==> src/rtl/core_pip_fetch.sv <==
// core_pip_fetch: KayRV32 fetch stage; one outstanding imem request, one-entry skid under
// decode stall, redirect flush with in-flight response kill, misaligned-target fault.
module core_pip_fetch #(
  parameter logic [31:0] RESET_VECTOR = 32'h0000_0000,
  parameter logic [31:0] NOP_ISTR     = 32'h0000_0013
) (
  input  logic        i_Clk,
  input  logic        i_Rstn,
  input  logic        i_StallEn,
  input  logic        i_Redirect,
  input  logic [31:0] i_Target,
  output logic        o_MemReq,
  output logic [31:0] o_MemAddr,
  input  logic        i_MemAck,
  input  logic        i_MemValid,
  input  logic [31:0] i_MemData,
  output logic [31:0] o_PC,
  output logic [31:0] o_Istr,
  output logic        o_Valid,
  output logic        o_Event
);
  typedef enum logic [2:0] {S_IDLE, S_REQ, S_WAIT, S_SKID, S_FAULT} state_t;
  state_t      state_q, state_d;
  logic [31:0] fetch_pc_q, fetch_pc_d, pc_q, pc_d, istr_q, istr_d;
  logic [31:0] skid_pc_q, skid_pc_d, skid_istr_q, skid_istr_d;
  logic        valid_q, valid_d, event_q, event_d, kill_q, kill_d, in_flight;
  // a response is still owed by memory after this edge unless it arrives now
  assign in_flight = (state_q == S_REQ && i_MemAck) || ((state_q == S_WAIT || kill_q) && !i_MemValid);
  always_comb begin
    state_d     = state_q;
    fetch_pc_d  = fetch_pc_q;
    pc_d        = pc_q;
    istr_d      = istr_q;
    valid_d     = valid_q;
    event_d     = 1'b0;
    kill_d      = kill_q;
    skid_pc_d   = skid_pc_q;
    skid_istr_d = skid_istr_q;
    if (i_Redirect) begin
      fetch_pc_d = i_Target;
      valid_d    = 1'b0;
      istr_d     = NOP_ISTR;
      event_d    = |i_Target[1:0];
      kill_d     = in_flight;
      state_d    = event_d ? S_FAULT : in_flight ? S_WAIT : S_REQ;
    end else begin
      if (!i_StallEn) begin
        valid_d = 1'b0;
        istr_d  = NOP_ISTR;
      end
      case (state_q)
        S_IDLE: state_d = S_REQ;
        S_REQ:  state_d = i_MemAck ? S_WAIT : S_REQ;
        S_WAIT: if (i_MemValid) begin
          if (kill_q) begin
            kill_d  = 1'b0;
            state_d = S_REQ;
          end else if (i_StallEn) begin
            skid_pc_d   = fetch_pc_q;
            skid_istr_d = i_MemData;
            fetch_pc_d  = fetch_pc_q + 32'd4;
            state_d     = S_SKID;
          end else begin
            pc_d       = fetch_pc_q;
            istr_d     = i_MemData;
            valid_d    = 1'b1;
            fetch_pc_d = fetch_pc_q + 32'd4;
            state_d    = S_REQ;
          end
        end
        S_SKID: if (!i_StallEn) begin
          pc_d    = skid_pc_q;
          istr_d  = skid_istr_q;
          valid_d = 1'b1;
          state_d = S_REQ;
        end
        S_FAULT: kill_d = kill_q && !i_MemValid;
        default: state_d = S_IDLE;
      endcase
    end
  end
  always_ff @(posedge i_Clk or negedge i_Rstn)
    if (!i_Rstn) begin
      state_q     <= S_IDLE;
      fetch_pc_q  <= RESET_VECTOR;
      pc_q        <= RESET_VECTOR;
      istr_q      <= NOP_ISTR;
      valid_q     <= 1'b0;
      event_q     <= 1'b0;
      kill_q      <= 1'b0;
      skid_pc_q   <= RESET_VECTOR;
      skid_istr_q <= NOP_ISTR;
    end else begin
      state_q     <= state_d;
      fetch_pc_q  <= fetch_pc_d;
      pc_q        <= pc_d;
      istr_q      <= istr_d;
      valid_q     <= valid_d;
      event_q     <= event_d;
      kill_q      <= kill_d;
      skid_pc_q   <= skid_pc_d;
      skid_istr_q <= skid_istr_d;
    end
  assign o_MemReq  = state_q == S_REQ;
  assign o_MemAddr = {fetch_pc_q[31:2], 2'b00};
  assign o_PC      = pc_q;
  assign o_Istr    = istr_q;
  assign o_Valid   = valid_q;
  assign o_Event   = event_q;
endmodule

==> config.mk <==
export PLATFORM = sky130hd
export DESIGN_NAME = core_pip_fetch
export DESIGN_NICKNAME = d
export VERILOG_FILES = /design/src/rtl/core_pip_fetch.sv
export SDC_FILE = /design/constraint.sdc
export NUM_CORES = 1
export LEC_CHECK = 0
export BUFFER_PORTS_ARGS = -buffer_cell sky130_fd_sc_hd__buf_2
export CAP_MARGIN = 20
export CORE_ASPECT_RATIO = 0.7
export CORE_UTILIZATION = 55
export DETAILED_ROUTE_END_ITERATION = 7
export PLACE_DENSITY = 0.91
export RECOVER_POWER = 50
export SYNTH_ARGS = -nofsm -noshare
export SYNTH_HDL_FRONTEND = slang
export SYNTH_SLANG_ARGS = --single-unit
==> constraint.sdc <==
create_clock -name i_Clk -period 2.57 [get_ports i_Clk]
set_input_delay 0 -clock i_Clk [delete_from_list [all_inputs] [get_ports i_Clk]]
set_output_delay 0 -clock i_Clk [all_outputs]
set_load 0.005 [all_outputs]
Yosys cells after proc, flatten, opt, wreduce, memory -nomap -nowiden
Cells that the tools add are included.

Register bits after elaboration: 166. Bits in latches: 0. RAM bits: 0. Bits in read-only memories: 0. Input bits: 70. Word-level logic and storage cells: 76. Memories kept: 0.

$add $sub $neg: 1. Multiply operators: 0. Divide/modulo/power cells: 0. $lt $le $gt $ge: 0. Eq/ne operators: 12. Shift-type cells: 0. Multiplexer cells: 35. Bitwise logic cells: 2. Reductions and logical operators: 17.

Operator list (count): 32-bit two-way mux (14); 32-bit case mux with 2 select lines (2); 32-bit by 3-bit adder with 32-bit output (second input constant) (1); 3-bit case mux with 5 select lines (1); 3-bit two-way mux (4); 2-bit != test (second input constant) (6); 1-bit two-way mux (8); 2-bit two-way mux (4); 3-bit by 2-bit equality test with 1-bit output (second input constant) (2); 3-bit != test (second input constant) (2); 3-bit AND reduction (2); 6-bit AND reduction (1); 2-bit nonzero test (3); 5-bit AND reduction (1); 1-bit case mux with 2 select lines (2); 3-bit by 1-bit equality test with 1-bit output (second input constant) (1); 3-bit equality test (second input constant) (1); 1-bit logical AND (3); 3-bit zero test (1); 3-bit nonzero test (1); 1-bit logical OR (2); 1-bit inverter (2); 2-bit AND reduction (1); 2-bit OR reduction (1); 1-bit zero test (1).

Logic depth before layout (Yosys ltp)
Gate-level depths: netlist of the first run.

Depth after elaboration: 7. Gate-level depth with buffers: 7. Depth with buffers taken out: 5.

Worst setup path after synthesis of the first run
No wires, ideal clock.

Kind: register -> register. Start point: register fetch_pc_q[4]. End point: register fetch_pc_q[25]. Library setup time: 0.082 ns. Data arrival time: 1.951 ns. Required time: 2.488 ns. Path slack: 0.537 ns. Stages on the path, launching flop included: 7. Period minus slack after synthesis: 2.033 ns. Cell sequence: dfrtp_1 > nand3_2 > or4_1 > buf_2 > buf_6 > or4_1 > a31oi_1.

Word-level cells in the longest chain between the ends: 5.

RTL lines: from (decl) (RTL line 24) `logic [31:0] fetch_pc_q, fetch_pc_d, pc_q, pc_d, istr_q, istr_d;`; from (signal assigned) (RTL line 95) `fetch_pc_q <= fetch_pc_d;`; 32-bit by 3-bit adder with 32-bit output (RTL line 61, 67); 32-bit two-way mux (RTL line 55) `if (kill_q) begin`; 32-bit two-way mux (RTL line 54) `S_WAIT: if (i_MemValid) begin`; 32-bit two-way mux (RTL line 51) `case (state_q)`; 32-bit two-way mux (RTL line 39) `if (i_Redirect) begin`.

No other way between the ends. The select of a mux whose other input is x is not followed. A chain may end at the register's enable or synchronous reset.

Worst setup path after layout of the first run
Start point: register fetch_pc_q[4]. End point: register fetch_pc_q[18].

Same word-level chain as after synthesis.

==> results of run 1 <==
layout make-up:
type | count | area [um^2]
clock buffers | 17 | 425
clock inverters | 15 | 191
fillers | 980 | 4070
inverters | 8 | 30.0
multi-input cells | 463 | 3220
flip-flops and latches | 166 | 4160
well taps | 190 | 238
repair buffers | 246 | 1580
metal layers:
metal	GRT usage [%]	vias to the layer above
met2	44.9	294
met1	37.8	3190
li1	-	2959
met5	0	-
met3	6.14	37
met4	10.3	0
through the flow:
step                      power, mW  instance area [um^2]  hold slack (ps)  cells  worst slack [ps]
after floorplan                3.68                  7850             -296    721               537
after global placement         4.03                  8630              222   1007               478
after detailed placement       4.08                  8630              224   1007               346
after CTS                      6.82                  9910             15.6   1105               308
after global routing           7.09                  9850             74.4   1105               112
final                          6.80                  9850             20.3   1105               277
power by group through the flow:
stage | clock network (mW) | registers [mW] | logic (mW)
floorplan | 0 | 3.17 | 0.505
global placement | 0 | 3.20 | 0.830
detailed placement | 0 | 3.22 | 0.862
CTS | 2.70 | 3.18 | 0.943
global route | 2.81 | 3.23 | 1.05
finish | 2.67 | 3.19 | 0.934
critical path: stages, from the launching register on:
cell	delay (ps)
sky130_fd_sc_hd__dfrtp_1	480
sky130_fd_sc_hd__nand3_2	150
sky130_fd_sc_hd__or4_1	540
sky130_fd_sc_hd__buf_4	250
sky130_fd_sc_hd__or4_1	540
sky130_fd_sc_hd__a31oi_1	220
worst max-delay path by stage:
stage | slack (ps) | cells after the start | from | endpoint
final | 280 | 5 | fetch_pc_q[4] | fetch_pc_q[18]
after global routing | 110 | 3 | i_Rstn | o_Istr[30]
after CTS | 310 | 5 | fetch_pc_q[4] | fetch_pc_q[18]
after detailed placement | 350 | 5 | fetch_pc_q[4] | fetch_pc_q[18]
after global placement | 480 | 5 | fetch_pc_q[5] | fetch_pc_q[29]
after floorplan | 540 | 6 | fetch_pc_q[4] | fetch_pc_q[25]
layout by cell type (no fill, tap or decap), types with 29 or more instances in the layout:
cell,n
sky130_fd_sc_hd__mux2_2,66
sky130_fd_sc_hd__nand2_1,55
sky130_fd_sc_hd__a221oi_1,29
sky130_fd_sc_hd__nor2_1,54
sky130_fd_sc_hd__dlygate4sd3_1,66
sky130_fd_sc_hd__dfrtp_1,160
sky130_fd_sc_hd__o21ai_0,47
sky130_fd_sc_hd__mux2i_1,31
sky130_fd_sc_hd__clkbuf_1,41
sky130_fd_sc_hd__buf_2,124
cell families after synthesis:
family / share of synthesized area, %
adders and majority gates: 0.159
other: 0.0478
muxes: 13.4
xor gates and xnor gates: 0.669
AOI/OAI and AO/OA: 11.4
and+or+nand+nor: 15.1
DFF: 53.0
buffers and inverters: 6.15
state kept, by name, summed over array words and instances, names as in the netlist:
name and flops:
fetch_pc_q 32, state_q 3, skid_istr_q 32, kill_q 1, o_PC 32, o_Event 1
o_Istr 32, skid_pc_q 32, o_Valid 1
==> metrics.txt, run 1 <==
# TYPE chip_impl_metric gauge
chip_impl_info{name="status",value="finished, violations left"} 1
chip_impl_info{name="failed_checks",value="max-capacitance violations, max-slew violations"} 1
chip_impl_metric{name="i_o_pin_total",unit=""} 169
chip_impl_metric{name="clock_power_share",unit="%"} 39.3
chip_impl_metric{name="fp.dieArea",unit="um^2"} 14800
chip_impl_metric{name="area_delta_synth_final",unit="%"} 25.4
chip_impl_info{name="r2r-end",value="fetch_pc_q[18]"} 1
chip_impl_metric{name="clk-insertion-delay-late",unit="ps"} 420
chip_impl_metric{name="seqPwrFrac",unit="%"} 47.0
chip_impl_metric{name="postSynthCellCount",unit=""} 720
chip_impl_metric{name="clock_tree.htree_level_count",unit=""} 4
chip_impl_metric{name="drt_drc_violations_left",unit=""} 0
chip_impl_metric{name="dr.pass1.iters",unit=""} 5
chip_impl_metric{name="vias_per_cell",unit=""} 5.86
chip_impl_info{name="setup_crit_end_kind",value="register"} 1
chip_impl_info{name="dr.max_layer_used",value="met4"} 1
chip_impl_metric{name="final_layout_size_suffix_gt1_share",unit="%"} 27.5
chip_impl_info{name="cts_tree",value="done"} 1
chip_impl_info{name="ys_top_cells_by_count",value="sky130_fd_sc_hd__dfrtp_1, sky130_fd_sc_hd__mux2_2, sky130_fd_sc_hd__nand2_1"} 1
chip_impl_metric{name="worst_hold_path.num_cells",unit=""} 4
chip_impl_metric{name="antenna_found_initial",unit=""} 0
chip_impl_metric{name="finalWeightedCongestion",unit=""} 0.812
chip_impl_metric{name="floorplan.core_area",unit="um^2"} 13900
chip_impl_metric{name="timing.critical_path.required",unit="ps"} 2890
chip_impl_metric{name="crit_arrival",unit="ps"} 2620
chip_impl_metric{name="grt_pass1_wl",unit="um"} 31700
chip_impl_metric{name="detailroute.wirelength.met2",unit="um"} 9440
chip_impl_info{name="hp-class",value="in2reg"} 1
chip_impl_metric{name="post-synth-top-area-fraction",unit="%"} 51.0
chip_impl_metric{name="max_cap_violations",unit=""} 1
chip_impl_metric{name="diodes",unit=""} 0
chip_impl_metric{name="synth_enable_flop_cells",unit=""} 0
chip_impl_metric{name="yosysUniqueCellTypes",unit=""} 49
chip_impl_metric{name="worstRegToRegCells",unit=""} 5
chip_impl_metric{name="die_width",unit="um"} 145
chip_impl_metric{name="cts_buf_count",unit=""} 17
chip_impl_metric{name="final_antenna_net_count",unit=""} 0
chip_impl_metric{name="reg2reg_slack",unit="ps"} 280
chip_impl_metric{name="max-vdd-ir-drop",unit="mV"} 0.498
chip_impl_metric{name="dp_hpwl",unit="um"} 12000
chip_impl_info{name="rsz0062_at_grt",value="false"} 1
chip_impl_info{name="top_cell_type_by_total_area_after_synthesis",value="sky130_fd_sc_hd__dfrtp_1"} 1
chip_impl_metric{name="route.met3.wl",unit="um"} 1560
chip_impl_metric{name="cts.sink_count",unit=""} 166
chip_impl_metric{name="worst-slew-pin-transition",unit="ps"} 2050
chip_impl_metric{name="cts_setup_buffers",unit=""} 0
chip_impl_metric{name="core.rowCount",unit=""} 36
chip_impl_metric{name="synth_seq_area_share",unit="%"} 53.0
chip_impl_info{name="cp_class",value="reg2reg"} 1
chip_impl_metric{name="core_util_final",unit="%"} 70.7
chip_impl_info{name="worst_hold_startpoint",value="i_MemAck"} 1
chip_impl_metric{name="routed_wirelength",unit="um"} 20000
chip_impl_metric{name="grt_start_max_net_pins",unit=""} 167
chip_impl_metric{name="p_sw",unit="mW"} 1.82
chip_impl_metric{name="route.detailed.wl_per_inst",unit="um"} 18.1
chip_impl_metric{name="p_int",unit="mW"} 4.98
chip_impl_metric{name="min_period",unit="ps"} 2290
chip_impl_metric{name="clk_path_buf_depth",unit=""} 2
chip_impl_metric{name="via_count_of_the_first_global_routing_pass",unit=""} 6377
chip_impl_metric{name="syn-mean-instance-area",unit="um^2"} 10.9
chip_impl_metric{name="worst_clock_skew",unit="ps"} 10.9
chip_impl_metric{name="setup-violations-final",unit=""} 0
chip_impl_metric{name="die_y",unit="um"} 102
chip_impl_metric{name="syn-cell-area",unit="um^2"} 7850
chip_impl_info{name="worstHoldEndpoint",value="state_q[0]"} 1
chip_impl_metric{name="power_per_unit_of_standard_cell_area",unit="nW/um^2"} 690
chip_impl_metric{name="yosys_register_bits",unit=""} 166
chip_impl_metric{name="comb_power_share",unit="%"} 13.7
chip_impl_metric{name="start_util",unit="%"} 56.4
chip_impl_metric{name="synthArstFlopShare",unit="%"} 100
chip_impl_metric{name="leakagePower",unit="nW"} 4.43
chip_impl_metric{name="global_route.overflow_total",unit=""} 0
chip_impl_metric{name="clkTransAtPathRegs",unit="ps"} 70
chip_impl_metric{name="timing_max_transition_violations_final",unit=""} 167
chip_impl_info{name="synthFlopType",value="sky130_fd_sc_hd__dfrtp_1"} 1
chip_impl_metric{name="fin_crit_sh",unit="%"} 89.2
chip_impl_metric{name="maxSlewHeadroom",unit="%"} -36.4
chip_impl_metric{name="yosysWarningCount",unit=""} 0
chip_impl_info{name="synth.most_common_cell",value="sky130_fd_sc_hd__dfrtp_1"} 1
chip_impl_metric{name="port-buffer-count",unit=""} 166
chip_impl_metric{name="cp_max_fo",unit=""} 34
chip_impl_metric{name="layout.nets",unit=""} 973
chip_impl_metric{name="switching_share",unit="%"} 26.8
chip_impl_info{name="startpoint_type",value="register"} 1
chip_impl_metric{name="detail_route.wirelength.met1",unit="um"} 8630
chip_impl_metric{name="fmax",unit="MHz"} 436
chip_impl_metric{name="num_vias",unit=""} 6480
chip_impl_metric{name="finalHoldViolations",unit=""} 0
chip_impl_metric{name="holdBufCountCts",unit=""} 66
chip_impl_info{name="crit-reg2reg-launch",value="fetch_pc_q[4]"} 1
chip_impl_info{name="synth_area_leaders",value="sky130_fd_sc_hd__dfrtp_1, sky130_fd_sc_hd__mux2_2, sky130_fd_sc_hd__mux2i_1"} 1
chip_impl_info{name="clock_tree.root_cell",value="sky130_fd_sc_hd__clkbuf_16"} 1
chip_impl_metric{name="drt_iter0_drc",unit=""} 506
chip_impl_metric{name="gr-usage-all-layers",unit="%"} 28.0
chip_impl_metric{name="setup_total_negative_slack",unit="ps"} 0
chip_impl_metric{name="post_cts.resized_instances",unit=""} 0
Note: power is estimated with default switching activity, not from simulation.
==> run 2: changes to the inputs <==
CORE_ASPECT_RATIO = default   (was 0.7)
PLACE_DENSITY = 0.76   (was 0.91)
==> metrics.txt, run 2 (synthesis results as in run 1) <==
# TYPE chip_impl_metric gauge
chip_impl_metric{name="post_cts.resized_instances",unit=""} 0
chip_impl_metric{name="max_cap_violations",unit=""} 1
chip_impl_metric{name="clk-insertion-delay-late",unit="ps"} 420
chip_impl_metric{name="worst_clock_skew",unit="ps"} 7.26
chip_impl_metric{name="die_width",unit="um"} 121
chip_impl_metric{name="stdcell_count",unit=""} 1097
chip_impl_info{name="hp-class",value="in2reg"} 1
chip_impl_metric{name="power_per_unit_of_standard_cell_area",unit="nW/um^2"} 685
chip_impl_metric{name="via_count_of_the_first_global_routing_pass",unit=""} 6487
chip_impl_metric{name="crit_arrival",unit="ps"} 2610
chip_impl_metric{name="maxSlewHeadroom",unit="%"} -15.0
chip_impl_metric{name="worstRegToRegCells",unit=""} 5
chip_impl_metric{name="cts_setup_buffers",unit=""} 0
chip_impl_metric{name="final_antenna_net_count",unit=""} 0
chip_impl_metric{name="setup_total_negative_slack",unit="ps"} 0
chip_impl_metric{name="floorplan.core_area",unit="um^2"} 13900
chip_impl_info{name="worstPathCellList",value="nand3_2 > or4_1 > buf_4 > or4_1 > a31oi_1"} 1
chip_impl_info{name="top_cell_by_count_worst_path",value="sky130_fd_sc_hd__or4_1"} 1
chip_impl_metric{name="global_route.overflow_total",unit=""} 0
chip_impl_info{name="setup_crit_end_kind",value="register"} 1
chip_impl_metric{name="route.detailed.wl_per_inst",unit="um"} 17.8
chip_impl_info{name="cp_class",value="reg2reg"} 1
chip_impl_metric{name="routed_wirelength",unit="um"} 19500
chip_impl_metric{name="finalWeightedCongestion",unit=""} 0.853
chip_impl_metric{name="vias_per_cell",unit=""} 5.84
chip_impl_metric{name="cts_buf_count",unit=""} 17
chip_impl_info{name="most-common-layout-cells",value="sky130_fd_sc_hd__dfrtp_1, sky130_fd_sc_hd__buf_2, sky130_fd_sc_hd__dlygate4sd3_1, sky130_fd_sc_hd__mux2_2, sky130_fd_sc_hd__nand2_1"} 1
chip_impl_metric{name="dp.cells",unit=""} 997
chip_impl_metric{name="final_layout_size_suffix_gt1_share",unit="%"} 27.4
chip_impl_metric{name="gr-usage-all-layers",unit="%"} 28.1
chip_impl_metric{name="fin_worst_hold_slack",unit="ps"} 10.2
chip_impl_metric{name="max-vdd-ir-drop",unit="mV"} 0.406
chip_impl_metric{name="worst_hold_path.num_cells",unit=""} 2
chip_impl_metric{name="clock_tree.htree_level_count",unit=""} 4
chip_impl_info{name="slowest_stage",value="sky130_fd_sc_hd__or4_1"} 1
chip_impl_metric{name="clk_path_buf_depth",unit=""} 2
chip_impl_info{name="layout_commonest_cell",value="sky130_fd_sc_hd__dfrtp_1"} 1
chip_impl_info{name="status",value="finished, violations left"} 1
chip_impl_metric{name="antenna_found_initial",unit=""} 0
chip_impl_metric{name="fp.dieArea",unit="um^2"} 14800
chip_impl_metric{name="finalHoldViolations",unit=""} 0
chip_impl_metric{name="grt_start_max_net_pins",unit=""} 69
chip_impl_metric{name="dp_hpwl",unit="um"} 12600
chip_impl_metric{name="grt_pass1_wl",unit="um"} 31900
chip_impl_metric{name="port-buffer-count",unit=""} 166
chip_impl_metric{name="stage_delay_of_the_slowest_cell_on_the_critical_path",unit="ps"} 540
chip_impl_metric{name="layout.nets",unit=""} 975
chip_impl_metric{name="fmax",unit="MHz"} 440
chip_impl_metric{name="fin_crit_sh",unit="%"} 88.4
chip_impl_metric{name="diodes",unit=""} 0
chip_impl_metric{name="num_vias",unit=""} 6402
chip_impl_metric{name="setup-violations-final",unit=""} 0
chip_impl_info{name="failed_checks",value="max-capacitance violations, max-slew violations"} 1
chip_impl_metric{name="i_o_pin_total",unit=""} 169
chip_impl_metric{name="dr.pass1.iters",unit=""} 5
chip_impl_metric{name="core.rowCount",unit=""} 43
chip_impl_info{name="startpoint_type",value="register"} 1
chip_impl_metric{name="timing_max_transition_violations_final",unit=""} 68
chip_impl_metric{name="multi_input_area",unit="um^2"} 3220
chip_impl_metric{name="holdBufCountCts",unit=""} 68
chip_impl_info{name="rsz0062_at_grt",value="false"} 1
chip_impl_metric{name="drt_drc_violations_left",unit=""} 0
chip_impl_metric{name="area_delta_synth_final",unit="%"} 25.4
chip_impl_metric{name="timing.critical_path.required",unit="ps"} 2900
chip_impl_metric{name="min_period",unit="ps"} 2270
chip_impl_metric{name="seq_area",unit="um^2"} 4160
chip_impl_metric{name="cts.sink_count",unit=""} 166
chip_impl_metric{name="cp_max_fo",unit=""} 34
chip_impl_metric{name="layout.filler_cells",unit=""} 1022
chip_impl_info{name="clock_tree.root_cell",value="sky130_fd_sc_hd__clkbuf_16"} 1
chip_impl_info{name="cts_tree",value="done"} 1
chip_impl_metric{name="start_util",unit="%"} 56.6
chip_impl_metric{name="die_y",unit="um"} 121
chip_impl_metric{name="total_power",unit="mW"} 6.75
chip_impl_metric{name="worst-slew-pin-transition",unit="ps"} 1720
chip_impl_metric{name="drt_iter0_drc",unit=""} 385
chip_impl_metric{name="clkTransAtPathRegs",unit="ps"} 60
chip_impl_metric{name="leakagePower",unit="nW"} 4.45
-- run 2: stage by stage --
stage	util, %	area (um^2)	worst slack [ps]
finish	70.9	9850	297
global route	70.9	9850	163
CTS	71.3	9900	293
detailed placement	62.0	8610	329
global placement	62.0	8610	399
floorplan	-	7850	537
-- run 2: final cells by class --
type / count / area share (%)
inverter: 8 / 0.305
timing repair buffer: 248 / 16.2
multi-input combinational: 463 / 32.7
sequential: 166 / 42.3
clock buffer: 24 / 4.99
clock inverter: 8 / 1.23
tap: 180 / 2.29
-- run 2: path summary, 6_finish.rpt --
| path | slack [ps] | end | startpoint |
|---|---|---|---|
| min in group asynchronous | 550 | o_PC[22] | i_Rstn |
| worst min register to register | 470 | o_PC[22] | o_PC[22] |
| worst max-delay path | 300 | fetch_pc_q[31] | fetch_pc_q[6] |
| max in group asynchronous | 690 | fetch_pc_q[9] | i_Rstn |
| worst min-delay path | 10 | o_Istr[21] | i_Redirect |
| worst max register to register | 300 | fetch_pc_q[31] | fetch_pc_q[6] |
-- run 2: metal layers --
metal,global-route usage (%),share of wire (%)
met1,34.4,42
met5,0,0
met3,6.39,5.9
met4,13.7,2.9
met2,46.7,49
-- run 2: power breakdown --
group / leakage [nW] / switching (mW) / internal, mW
clock: 0.300 / 1.00 / 1.63
combinational: 1.99 / 0.446 / 0.482
sequential: 2.16 / 0.239 / 2.94
total: 4.45 / 1.69 / 5.06
-- run 2: critical path, delay by kind of cell (launching register included) --
family                 cells  cell delay, ps
AND/OR/NAND/NOR            3            1220
flip-flops                 1             490
buffers and inverters      1             240
AO/OA/AOI/OAI              1             220
==> run 3: changes to the inputs <==
CORE_UTILIZATION = 49   (was 55)
PLACE_DENSITY = 0.72   (was 0.76)
clock period = 1.9 ns   (was 2.57 ns; I/O delays follow)
==> metrics.txt, run 3 (synthesis results as in run 1) <==
# TYPE chip_impl_metric gauge
chip_impl_info{name="status",value="finished, violations left"} 1
chip_impl_info{name="failed_checks",value="negative setup slack"} 1
chip_impl_metric{name="drt_drc_violations_left",unit=""} 0
chip_impl_metric{name="max-vdd-ir-drop",unit="mV"} 0.575
chip_impl_metric{name="antenna_found_initial",unit=""} 0
chip_impl_info{name="startpoint_type",value="register"} 1
chip_impl_metric{name="core.rowCount",unit=""} 45
chip_impl_info{name="worstPathCellList",value="nand3_2 > or4_4 > buf_12 > or4_4 > a31oi_4"} 1
chip_impl_metric{name="setup_total_negative_slack",unit="ps"} -39.7
chip_impl_metric{name="switching_share",unit="%"} 26.2
chip_impl_metric{name="grt_pass1_wl",unit="um"} 32300
chip_impl_metric{name="i_o_pin_total",unit=""} 169
chip_impl_info{name="top_cell_by_count_worst_path",value="sky130_fd_sc_hd__or4_4"} 1
chip_impl_metric{name="timing.critical_path.required",unit="ps"} 2250
chip_impl_metric{name="grt_start_max_net_pins",unit=""} 54
chip_impl_metric{name="seqPwrFrac",unit="%"} 47.1
chip_impl_metric{name="clock_power_share",unit="%"} 37.3
chip_impl_metric{name="cp.buffers_inverters",unit=""} 1
chip_impl_metric{name="seq_area",unit="um^2"} 4160
chip_impl_metric{name="floorplan.core_area",unit="um^2"} 15400
chip_impl_info{name="cts_tree",value="done"} 1
chip_impl_info{name="rsz0062_at_grt",value="true"} 1
chip_impl_metric{name="layout.filler_cells",unit=""} 1211
chip_impl_metric{name="dp_hpwl",unit="um"} 12900
chip_impl_metric{name="layout.nets",unit=""} 1015
chip_impl_info{name="worst_setup_path_startpoint",value="fetch_pc_q[8]"} 1
chip_impl_info{name="most-common-layout-cells",value="sky130_fd_sc_hd__dfrtp_1, sky130_fd_sc_hd__buf_2, sky130_fd_sc_hd__dlygate4sd3_1, sky130_fd_sc_hd__mux2_2, sky130_fd_sc_hd__nand2_1"} 1
chip_impl_metric{name="final_design_area_no_fill",unit="um^2"} 10300
chip_impl_info{name="worst_hold_startpoint",value="i_StallEn"} 1
chip_impl_metric{name="drt_iter0_drc",unit=""} 351
chip_impl_metric{name="clock_tree.htree_level_count",unit=""} 4
chip_impl_metric{name="worst-slew-pin-transition",unit="ps"} 1420
chip_impl_metric{name="area_delta_synth_final",unit="%"} 31.2
chip_impl_metric{name="finalHoldViolations",unit=""} 0
chip_impl_metric{name="leakagePower",unit="nW"} 4.64
chip_impl_metric{name="fmax",unit="MHz"} 517
chip_impl_metric{name="diodes",unit=""} 0
chip_impl_metric{name="global_route.overflow_total",unit=""} 0
chip_impl_metric{name="multi_input_area",unit="um^2"} 3290
chip_impl_info{name="setup_crit_end_kind",value="register"} 1
chip_impl_metric{name="cts_buf_count",unit=""} 17
chip_impl_metric{name="max_cap_violations",unit=""} 0
chip_impl_info{name="hp-class",value="in2reg"} 1
chip_impl_info{name="slowest_stage",value="sky130_fd_sc_hd__or4_4"} 1
chip_impl_metric{name="reg2reg_slack",unit="ps"} -30
chip_impl_metric{name="final_antenna_net_count",unit=""} 0
chip_impl_metric{name="final_layout_size_suffix_gt1_share",unit="%"} 32.0
chip_impl_metric{name="vias_per_cell",unit=""} 5.63
chip_impl_metric{name="die_width",unit="um"} 129
chip_impl_metric{name="clk-insertion-delay-late",unit="ps"} 430
chip_impl_metric{name="start_util",unit="%"} 50.9
chip_impl_metric{name="num_vias",unit=""} 6572
chip_impl_metric{name="route.detailed.wl_per_inst",unit="um"} 17.1
chip_impl_metric{name="die_y",unit="um"} 129
chip_impl_metric{name="worst_clock_skew",unit="ps"} 10.6
chip_impl_metric{name="timing_max_transition_violations_final",unit=""} 0
chip_impl_metric{name="fp.dieArea",unit="um^2"} 16500
chip_impl_metric{name="finalWeightedCongestion",unit=""} 0.805
chip_impl_info{name="critPathTopFamily",value="simple AND/OR/NAND/NOR gates"} 1
chip_impl_metric{name="stage_delay_of_the_slowest_cell_on_the_critical_path",unit="ps"} 540
chip_impl_metric{name="clkTransAtPathRegs",unit="ps"} 60
chip_impl_info{name="cp_class",value="reg2reg"} 1
chip_impl_metric{name="cts.sink_count",unit=""} 166
chip_impl_metric{name="comb_power_share",unit="%"} 15.6
chip_impl_metric{name="cp_max_fo",unit=""} 31
chip_impl_info{name="clock_tree.root_cell",value="sky130_fd_sc_hd__clkbuf_16"} 1
chip_impl_metric{name="min_period",unit="ps"} 1930
chip_impl_metric{name="fin_crit_sh",unit="%"} 102
chip_impl_metric{name="dr.pass1.iters",unit=""} 5
chip_impl_metric{name="port-buffer-count",unit=""} 166
chip_impl_info{name="layout_commonest_cell",value="sky130_fd_sc_hd__dfrtp_1"} 1
chip_impl_metric{name="setup_slack",unit="ps"} -34.8
chip_impl_metric{name="place_worst_setup_slack",unit="ps"} -61.3
chip_impl_metric{name="placement.cell_area",unit="um^2"} 9020
chip_impl_metric{name="p_sw",unit="mW"} 2.36
chip_impl_metric{name="routed_wirelength",unit="um"} 20000
chip_impl_metric{name="power_per_unit_of_standard_cell_area",unit="nW/um^2"} 875
chip_impl_metric{name="core_util_final",unit="%"} 66.8
chip_impl_metric{name="crit_arrival",unit="ps"} 2280
chip_impl_metric{name="setup-violations-final",unit=""} 4
chip_impl_metric{name="via_count_of_the_first_global_routing_pass",unit=""} 6494
chip_impl_metric{name="maxSlewHeadroom",unit="%"} 5.56
chip_impl_metric{name="clk_path_buf_depth",unit=""} 2
chip_impl_metric{name="p_int",unit="mW"} 6.65
chip_impl_metric{name="gr-usage-all-layers",unit="%"} 25.0
chip_impl_info{name="crit-reg2reg-launch",value="fetch_pc_q[8]"} 1
-- run 3: final timing paths --
kind / endpoint / cells after the start
setup / recovery: fetch_pc_q[24] / 5
hold / removal: o_Valid / 4
setup reg to reg: fetch_pc_q[24] / 5
hold reg to reg: o_PC[8] / 2
max in group asynchronous: fetch_pc_q[11] / 3
min in group asynchronous: o_PC[10] / 2
-- run 3: layer usage --
metal / part of all wire (%) / track usage (%) / up-vias
met5: 0 / 0 / -
met4: 1.7 / 8.30 / 0
met3: 6.3 / 7.03 / 35
met2: 48 / 40.6 / 223
met1: 44 / 32.4 / 3269
li1: - / - / 3045
-- run 3: through the flow --
stage,hold WS [ps],instances,power (mW)
finish,40.8,1168,9.01
detailed placement,-8.66,1067,5.60
CTS,15.1,1167,9.08
floorplan,-296,721,4.98
global route,74.2,1168,9.44
global placement,-12.5,1067,5.53
-- run 3: final cells by class --
cell class                 instances  area share [%]
multi-input combinational        463            32.0
clock inverter                    10           0.935
timing repair buffer             288            19.1
inverter                           8           0.304
tap                              211            2.56
sequential                       166            40.4
clock buffer                      22            4.70
-- run 3: timing repair --
item / CTS / global route
hold buffers: 68 / 0
resized for setup: 6 / 11
buffers inserted: 0 / 1
endpoints found under the hold margin: 232 / 0
endpoints found under the setup margin: 19 / 46
pin swaps: 1 / 2
-- run 3: power groups by stage --
| stage | registers (mW) | clock network [mW] | logic (mW) |
|---|---|---|---|
| detailed placement | 4.29 | 0 | 1.31 |
| floorplan | 4.29 | 0 | 0.684 |
| finish | 4.24 | 3.36 | 1.41 |
| global route | 4.29 | 3.57 | 1.57 |
| CTS | 4.23 | 3.42 | 1.43 |
| global placement | 4.26 | 0 | 1.27 |
-- run 3: worst register-to-register path: stages, from the launching register on --
cell and delay [ps]:
sky130_fd_sc_hd__dfrtp_1 370, sky130_fd_sc_hd__nand3_2 80, sky130_fd_sc_hd__or4_4 530, sky130_fd_sc_hd__buf_12 180
sky130_fd_sc_hd__or4_4 540, sky130_fd_sc_hd__a31oi_4 170
